File: config.mk
export PLATFORM = sky130hd
export DESIGN_NAME = ram_arbiter
export DESIGN_NICKNAME = d
export VERILOG_FILES = /design/src/rtl/ram_arbiter.sv
export SDC_FILE = /design/constraint.sdc
export NUM_CORES = 1
export LEC_CHECK = 0
export CAP_MARGIN = 20
export CORE_ASPECT_RATIO = 0.75
export CORE_MARGIN = 10
export CORE_UTILIZATION = 36
export CTS_BUF_LIST = sky130_fd_sc_hd__clkbuf_8
export CTS_CLUSTER_DIAMETER = 150
export DETAILED_ROUTE_END_ITERATION = 12
export PLACE_DENSITY = 0.76
export SYNTH_ARGS = -nofsm -noshare
export SYNTH_HDL_FRONTEND = slang
export SYNTH_SLANG_ARGS = --single-unit
File: constraint.sdc
create_clock -name clk_i -period 1.9 [get_ports clk_i]
set_input_delay 0.285 -clock clk_i [delete_from_list [all_inputs] [get_ports clk_i]]
set_output_delay 0.285 -clock clk_i [all_outputs]
set_load 0.02 [all_outputs]
File: src/rtl/ram_arbiter.sv
// ram_arbiter
//   Shares a word-only RAM (one write port, one registered-address read port)
//   between two requesters. m0 is the core load/store unit, m1 the debug /
//   program loader. Round-robin arbitration; one transaction in flight at a
//   time. Byte-masked writes are turned into read-modify-write sequences.
//
//   Handshake: a requester holds req (and its command) until gnt is high in
//   the same cycle; gnt is combinational and only issued in IDLE. Exactly one
//   rvalid pulse follows each grant (reads and writes). rdata is valid only
//   with rvalid and is 0 otherwise.
//
// Ports
//   clk_i, rst_n_i            clock, asynchronous active-low reset
//   mX_req_i/we_i/addr_i      request, 1=write, byte address ([1:0] ignored)
//   mX_wdata_i/be_i           write data, byte enables
//   mX_gnt_o                  request accepted this cycle
//   mX_rvalid_o/rdata_o       completion pulse, read data
//   ram_wr_en_o/addr_o/data_o RAM write port
//   ram_rd_addr_o             RAM read address (registered by RAM when no write)
//   ram_rd_data_i             RAM read data for the address registered last edge
//   state_o                   FSM state (0=IDLE, 1=RMW, 2=RESP) for observation
module ram_arbiter #(
   parameter int ADDR_W = 32,
   parameter int DATA_W = 32
) (
   input  logic                clk_i,
   input  logic                rst_n_i,
   input  logic                m0_req_i,
   input  logic                m0_we_i,
   input  logic [ADDR_W-1:0]   m0_addr_i,
   input  logic [DATA_W-1:0]   m0_wdata_i,
   input  logic [DATA_W/8-1:0] m0_be_i,
   output logic                m0_gnt_o,
   output logic                m0_rvalid_o,
   output logic [DATA_W-1:0]   m0_rdata_o,
   input  logic                m1_req_i,
   input  logic                m1_we_i,
   input  logic [ADDR_W-1:0]   m1_addr_i,
   input  logic [DATA_W-1:0]   m1_wdata_i,
   input  logic [DATA_W/8-1:0] m1_be_i,
   output logic                m1_gnt_o,
   output logic                m1_rvalid_o,
   output logic [DATA_W-1:0]   m1_rdata_o,
   output logic                ram_wr_en_o,
   output logic [ADDR_W-1:0]   ram_wr_addr_o,
   output logic [DATA_W-1:0]   ram_wr_data_o,
   output logic [ADDR_W-1:0]   ram_rd_addr_o,
   input  logic [DATA_W-1:0]   ram_rd_data_i,
   output logic [1:0]          state_o
);

   localparam int BE_W = DATA_W / 8;

   typedef enum logic [1:0] {
      IDLE = 2'd0,
      RMW  = 2'd1,
      RESP = 2'd2
   } state_t;

   state_t              state_q, state_d;
   logic                last_q;
   logic                own_q;
   logic                we_q;
   logic [ADDR_W-1:0]   addr_q;
   logic [DATA_W-1:0]   wdata_q;
   logic [BE_W-1:0]     be_q;

   logic                any_req;
   logic                sel;
   logic                grant;
   logic                sel_we;
   logic [ADDR_W-1:0]   sel_addr;
   logic [DATA_W-1:0]   sel_wdata;
   logic [BE_W-1:0]     sel_be;
   logic [DATA_W-1:0]   merged;

   // On contention the requester that was not granted last wins; otherwise
   // whichever one is requesting.
   assign any_req   = m0_req_i | m1_req_i;
   assign sel       = (m0_req_i & m1_req_i) ? ~last_q : m1_req_i;
   assign grant     = (state_q == IDLE) & any_req;
   assign sel_we    = sel ? m1_we_i    : m0_we_i;
   assign sel_addr  = sel ? m1_addr_i  : m0_addr_i;
   assign sel_wdata = sel ? m1_wdata_i : m0_wdata_i;
   assign sel_be    = sel ? m1_be_i    : m0_be_i;

   assign state_o   = state_q;

   // RMW merge: RAM already holds the old word at the latched address because
   // the read address was registered in the grant cycle.
   always_comb begin
      merged = ram_rd_data_i;
      for (int i = 0; i < BE_W; i++) begin
         if (be_q[i]) merged[8*i +: 8] = wdata_q[8*i +: 8];
      end
   end

   always_ff @(posedge clk_i or negedge rst_n_i) begin
      if (!rst_n_i) begin
         state_q <= IDLE;
         last_q  <= 1'b1;
         own_q   <= 1'b0;
         we_q    <= 1'b0;
         addr_q  <= '0;
         wdata_q <= '0;
         be_q    <= '0;
      end else begin
         state_q <= state_d;
         if (grant) begin
            last_q  <= sel;
            own_q   <= sel;
            we_q    <= sel_we;
            addr_q  <= sel_addr;
            wdata_q <= sel_wdata;
            be_q    <= sel_be;
         end
      end
   end

   always_comb begin
      state_d       = state_q;
      m0_gnt_o      = 1'b0;
      m1_gnt_o      = 1'b0;
      m0_rvalid_o   = 1'b0;
      m1_rvalid_o   = 1'b0;
      m0_rdata_o    = '0;
      m1_rdata_o    = '0;
      ram_wr_en_o   = 1'b0;
      ram_rd_addr_o = addr_q;
      ram_wr_addr_o = addr_q;
      ram_wr_data_o = wdata_q;

      unique case (state_q)
         IDLE: begin
            ram_rd_addr_o = m0_addr_i;
            if (any_req) begin
               m0_gnt_o      = ~sel;
               m1_gnt_o      = sel;
               ram_rd_addr_o = sel_addr;
               if (!sel_we) begin
                  state_d = RESP;
               end else if (&sel_be) begin
                  ram_wr_en_o   = 1'b1;
                  ram_wr_addr_o = sel_addr;
                  ram_wr_data_o = sel_wdata;
                  state_d       = RESP;
               end else if (|sel_be) begin
                  state_d = RMW;
               end else begin
                  // be=0: acknowledge without touching the RAM
                  state_d = RESP;
               end
            end
         end
         RMW: begin
            ram_wr_en_o   = 1'b1;
            ram_wr_data_o = merged;
            state_d       = RESP;
         end
         RESP: begin
            // Read address stays on addr_q, so the RAM keeps presenting the
            // word (including one written the cycle before).
            state_d = IDLE;
            if (own_q) begin
               m1_rvalid_o = 1'b1;
               m1_rdata_o  = we_q ? '0 : ram_rd_data_i;
            end else begin
               m0_rvalid_o = 1'b1;
               m0_rdata_o  = we_q ? '0 : ram_rd_data_i;
            end
         end
         default: state_d = IDLE;
      endcase

      // While reset is asserted nothing leaves the block, in particular no
      // grant and no pending RMW write.
      if (!rst_n_i) begin
         state_d       = IDLE;
         m0_gnt_o      = 1'b0;
         m1_gnt_o      = 1'b0;
         m0_rvalid_o   = 1'b0;
         m1_rvalid_o   = 1'b0;
         m0_rdata_o    = '0;
         m1_rdata_o    = '0;
         ram_wr_en_o   = 1'b0;
         ram_rd_addr_o = '0;
         ram_wr_addr_o = '0;
         ram_wr_data_o = '0;
      end
   end

endmodule

# ---- Word-level counts from Yosys, hierarchy flattened
# Cells that the tools add are included.
# Widths: inputs -> output; s select.
dict set report classes {
  eq_ne 3
  n_mux 52
  bitwise 5
  n_reduce_logical 3
}
# cell count
set op_table {}
lappend op_table {{$mux 32} 21}
lappend op_table {{$pmux 32 s2} 1}
lappend op_table {{$mux 8} 4}
lappend op_table {{$mux 1} 18}
lappend op_table {{$mux 2} 5}
lappend op_table {{$mux 4} 1}
lappend op_table {{$pmux 2 s2} 1}
lappend op_table {{$reduce_and 4->1} 1}
lappend op_table {{$reduce_or 4->1} 1}
lappend op_table {{$ne 3x3->1 const B} 1}
lappend op_table {{$and 1x1->1} 2}
lappend op_table {{$eq 2x1->1 const B} 1}
lappend op_table {{$eq 2x2->1 const B} 1}
lappend op_table {{$logic_not 2->1} 1}
lappend op_table {{$not 1->1} 2}
lappend op_table {{$pmux 1 s2} 1}
lappend op_table {{$or 1x1->1} 1}
dict set report totals {
  register_bits 73
  in_bits 174
  output_inout_bits 167
  word_cells 70
}

# ---- Logic depth before layout (Yosys ltp)
dict set report logic_depth {
  word_depth 10
  ltp_mapped 9
  depth_no_buf 4
}

# ---- Worst setup path before layout
# No wires, ideal clock.
dict set report synth_path {
  path_kind {input -> output}
  start {input m0_req_i}
  end {output ram_wr_data_o[10]}
  arrival_time_ns 2.157
  t_required_ns 1.615
  setup_slack_ns -0.542
  stages 7
  n_path_buf 3
  cell_sequence {buf_4 -> a21boi_4 -> mux2_2 -> o31a_1 -> buf_2 -> buf_6 -> a221oi_1}
}
dict set report synth_between {
  elab_chain_cells 9
  elab_cells_between_ends 12
  classes_between {mux: 9; bitwise: 2; reduce/logical: 1}
}
# item line
set synth_rtl {}
lappend synth_rtl {{start, declared} 28} ;# input logic m0_req_i,
lappend synth_rtl {{$and 1x1->1} 80} ;# assign sel = (m0_req_i & m1_req_i) ? ~last_q : m1_req_i;
lappend synth_rtl {{$mux 1} 80}
lappend synth_rtl {{$mux 4} 85} ;# assign sel_be = sel ? m1_be_i : m0_be_i;
lappend synth_rtl {{$reduce_and 4->1} 142} ;# end else if (&sel_be) begin
lappend synth_rtl {{$mux 32} 142}
lappend synth_rtl {{$mux 32} 140} ;# if (!sel_we) begin
lappend synth_rtl {{$mux 32 *} 136} ;# if (any_req) begin
lappend synth_rtl {{$pmux 32 s2 *} 133} ;# unique case (state_q)
lappend synth_rtl {{$mux 32 *} 177} ;# if (!rst_n_i) begin
lappend synth_rtl {{end, declared} 46} ;# output logic [DATA_W-1:0] ram_wr_data_o,
# Every way passes the cells marked *; elsewhere a longest branch is shown, timed or not.

# ---- Worst setup path in the final report
dict set report layout_path {
  start {register last_q}
  end {output ram_wr_data_o[15]}
}
dict set report layout_between {
  elab_chain_cells 9
  elab_cells_between_ends 11
  classes_between {mux: 9; bitwise: 1; reduce/logical: 1}
}
# item line
set layout_rtl {}
lappend layout_rtl {{start, declared} 61} ;# logic last_q;
lappend layout_rtl {{start signal, assigned} 110} ;# last_q <= sel;
lappend layout_rtl {{$not 1->1 *} 80}
lappend layout_rtl {{$mux 1 *} 80}
lappend layout_rtl {{$mux 4} 85}
lappend layout_rtl {{$reduce_and 4->1} 142}
lappend layout_rtl {{$mux 32} 142}
lappend layout_rtl {{$mux 32 *} 140}
lappend layout_rtl {{$mux 32 *} 136}
lappend layout_rtl {{$pmux 32 s2 *} 133}
lappend layout_rtl {{$mux 32 *} 177}
# Marks and branches as above.

==> flow_metrics.tcl <==
set metrics [dict create \
    outcome "finished with violations" \
    failed_checks "setup timing" \
    switching_share_pct 40.74 \
    num_rows 41 \
    yosysUniqueCellTypes 35 \
    path_class "reg -> out" \
    p_per_area_nw_per_um2 736.1 \
    grt_pass1_vias 8607 \
    crit_family "compound AO/OA/AOI/OAI gates" \
    grt_max_degree 44 \
    clk_pin_slew_ns 0.09 \
    end_kind "primary output" \
    io_buffer_count 340 \
    routed_via_density 5.857 \
    yosys-top-cells-area "dfrtp_1, mux2i_1, o211a_1, o21ai_0, and2_1" \
    synthFlopType "dfrtp_1" \
    max_freq_ghz 0.3630 \
    cts_tree "done" \
    placedInstanceArea_um2 11460 \
    area_delta_synth_final_pct 133.9 \
    finalCritPeriodShare_pct 145.0 \
    drt-wirelength-per-cell_um 25.88 \
    cp-start-kind "flip-flop" \
    ir_drop_mv 0.4631 \
    path_cells "a21boi_4, mux2_4, o31a_4, clkbuf_16, a221oi_4, buf_6" \
    cp_num_buf_inv 2 \
    num_io_pins 341 \
    detailedRoute.firstIterationViolations 717 \
    start_util_pct 36.38 \
    syn_nets 929 \
    holdWs_ns 0.01861 \
    tightestPinTransition_ns 0.5302 \
    max-slew-margin-rel_pct 64.53 \
    drive_above_1_share_pct 49.49 \
    pwr-share-clk_pct 12.0 \
    dr.pass1.iters 5 \
    die_x_um 170.1 \
    track_usage_pct 29.62 \
    seq_area_frac_synth_pct 30.04 \
    finalWeightedCongestion 0.8661 \
    skew_ns 0.01454 \
    hold_viol_final 0 \
    drc_errors 0 \
    antenna_found_initial 1 \
    cts_buffers 9 \
    dp_slack_ns -1.249 \
    fin_tns_setup_ns -88.99 \
    vias 8710 \
    pwr-share-seq_pct 22.6 \
    yosysMostFrequentCell "nand2_1" \
    fin_ws_ns -0.8552 \
    fin_crit_ns 2.755 \
    detail-route-antenna-nets 0 \
    die_y_um 132.6 \
    h-tree-depth 3 \
    arrival_ns 2.47 \
    cp_max_fo 6 \
    finalSetupViolCount 167 \
    synthesis.area_um2 6085 \
    clk_path_buf_depth 2 \
    p_switching_mw 4.267 \
    finalMaxSlewViolations 0 \
    ys_top_cells_by_count "nand2_1, o21ai_0, dfrtp_1" \
    internal_power_mw 6.208 \
    max_cap_viol_count 0 \
    root_buffer "clkbuf_8" \
    routed_wl_mm 38.48 \
    synth_warnings 0 \
    synth_cells 755 \
    p_leak_nw 6.199 \
    cp_slowest_cell "dfstp_2" \
    fillers 853 \
    clk_latency_ns 0.37 \
    dp_hpwl_mm 22.17 \
    yosysTopAreaCell "dfrtp_1" \
    p_comb_share_pct 65.4 \
    clock_sinks 73 \
    critPathRequiredTime_ns 1.62 \
    synth_top_area_share_pct 29.61 \
    avgSynthCellArea_um2 8.059 \
    ys_ff_latch 73 \
    finalNetCount 1440 \
    gr-total-overflow 0 \
    grt_first_pass_wirelength_mm 51.99 \
    critPathMaxStageDelay_ns 0.58 \
    min_path_type "in -> async" \
    power_mw 10.48 \
    async_flop_share_pct 100.0 \
    stdcell_area_um2 14230 \
    core_um2 16720 \
    rsz0062_at_grt "yes" \
    synth_enable_flop_cells 0 \
    dieArea_um2 22560 \
]
==> final timing paths <==
kind                       cells after the start  slack (ns)                      end                     from
min reg2reg                                    2        0.48  wdata_q[29]$_DFFE_PN0P_  wdata_q[29]$_DFFE_PN0P_
max in group asynchronous                      4        0.75   state_o[0]$_DFFE_PN0P_                  rst_n_i
min in group clk_i                             3        0.30      be_q[0]$_DFFE_PN0P_               m0_be_i[0]
max reg2reg                                    8       -0.06   state_o[1]$_DFFE_PN0P_       last_q$_DFFE_PN1P_
max                                            6       -0.86        ram_wr_data_o[15]       last_q$_DFFE_PN1P_
min                                            3        0.02   wdata_q[3]$_DFFE_PN0P_                  rst_n_i
==> registers in the layout, indices dropped and copies added (netlist names) <==
| name | cells |
|---|---|
| addr_q | 32 |
| be_q | 4 |
| last_q | 1 |
| own_q | 1 |
| state_o | 2 |
| wdata_q | 32 |
| we_q | 1 |
==> stage by stage <==
step	cells	utilization, %
floorplan	755	-
global placement	1358	68.51
detailed placement	1358	68.51
CTS	1463	80.94
global route	1487	85.10
finish	1487	85.10
==> tightest hold or removal path: stages <==
cell    delay, ns
buf_6        0.08
buf_4        0.17
buf_12       0.22
==> power by group through the flow <==
| stage | combinational [mW] | clock [mW] | sequential [mW] |
|---|---|---|---|
| final | 6.85 | 1.25 | 2.37 |
| after global routing | 7.17 | 1.34 | 2.41 |
| after CTS | 6.18 | 1.26 | 2.33 |
| after detailed placement | 5.21 | 0 | 2.36 |
| after global placement | 5.12 | 0 | 2.33 |
| after floorplan | 2.87 | 0 | 2.27 |
==> cell families (layout without fill, tap and decap cells) <==
group	after synthesis	count (layout)	synth area share [%]
buf+inv	112	628	7.835
flops	73	73	30.04
simple gates	258	258	21.69
other cells	0	1	0
mux	75	75	12.56
compound gates	237	237	27.86
==> timing repair <==
| item | in CTS | in global routing |
|---|---|---|
| pin swaps | 57 | 69 |
| cloned | 19 | 5 |
| gates resized for setup | 1101 | 172 |
| endpoints found under the hold margin | 13 | 0 |
| endpoints found under the setup margin | 168 | 180 |
| setup buffers | 68 | 35 |
| hold buffers | 4 | 0 |
==> layout make-up <==
class | instances | area (um^2) | share of cell area [%]
tap | 215 | 269.0 | 1.890
clock inverter | 6 | 51.30 | 0.3605
timing repair buffer | 584 | 6589 | 46.30
inverter | 28 | 105.1 | 0.7385
antenna | 1 | 2.502 | 0.01758
sequential | 73 | 1831 | 12.86
multi-input combinational | 570 | 5246 | 36.86
clock buffer | 10 | 137.6 | 0.9671
==> per-layer routing <==
metal	up-vias	routed length (um)	GRT usage, %
li1	3794	-	-
met1	4240	14950	34.43
met2	565	18160	50.01
met3	111	3944	10.16
met4	0	1421	9.383
met5	-	0	0
==> cell usage in the layout, fill, tap and decap left out, types with 3 or more instances in the layout <==
cell type / count
buf_8: 9
o211a_4: 32
o21ai_0: 95
dfrtp_1: 70
a21oi_1: 28
nand2_2: 9
and3_4: 3
dlygate4sd2_1: 3
and2_1: 5
buf_6: 213
o211a_1: 32
and2_4: 64
mux2i_1: 19
buf_12: 41
nor3_1: 27
a21boi_0: 5
a221oi_2: 5
clkdlybuf4s50_1: 168
clkbuf_16: 5
mux2i_4: 39
mux2_2: 10
inv_1: 31
nand4_1: 35
buf_16: 12
buf_4: 123
a221oi_4: 22
a221o_1: 5
dlymetal6s2s_1: 3
nor3b_1: 5
nand2_1: 93
clkbuf_8: 10
mux2i_2: 6
dlygate4sd3_1: 4
No activity file was read; power rests on OpenSTA's default activity.
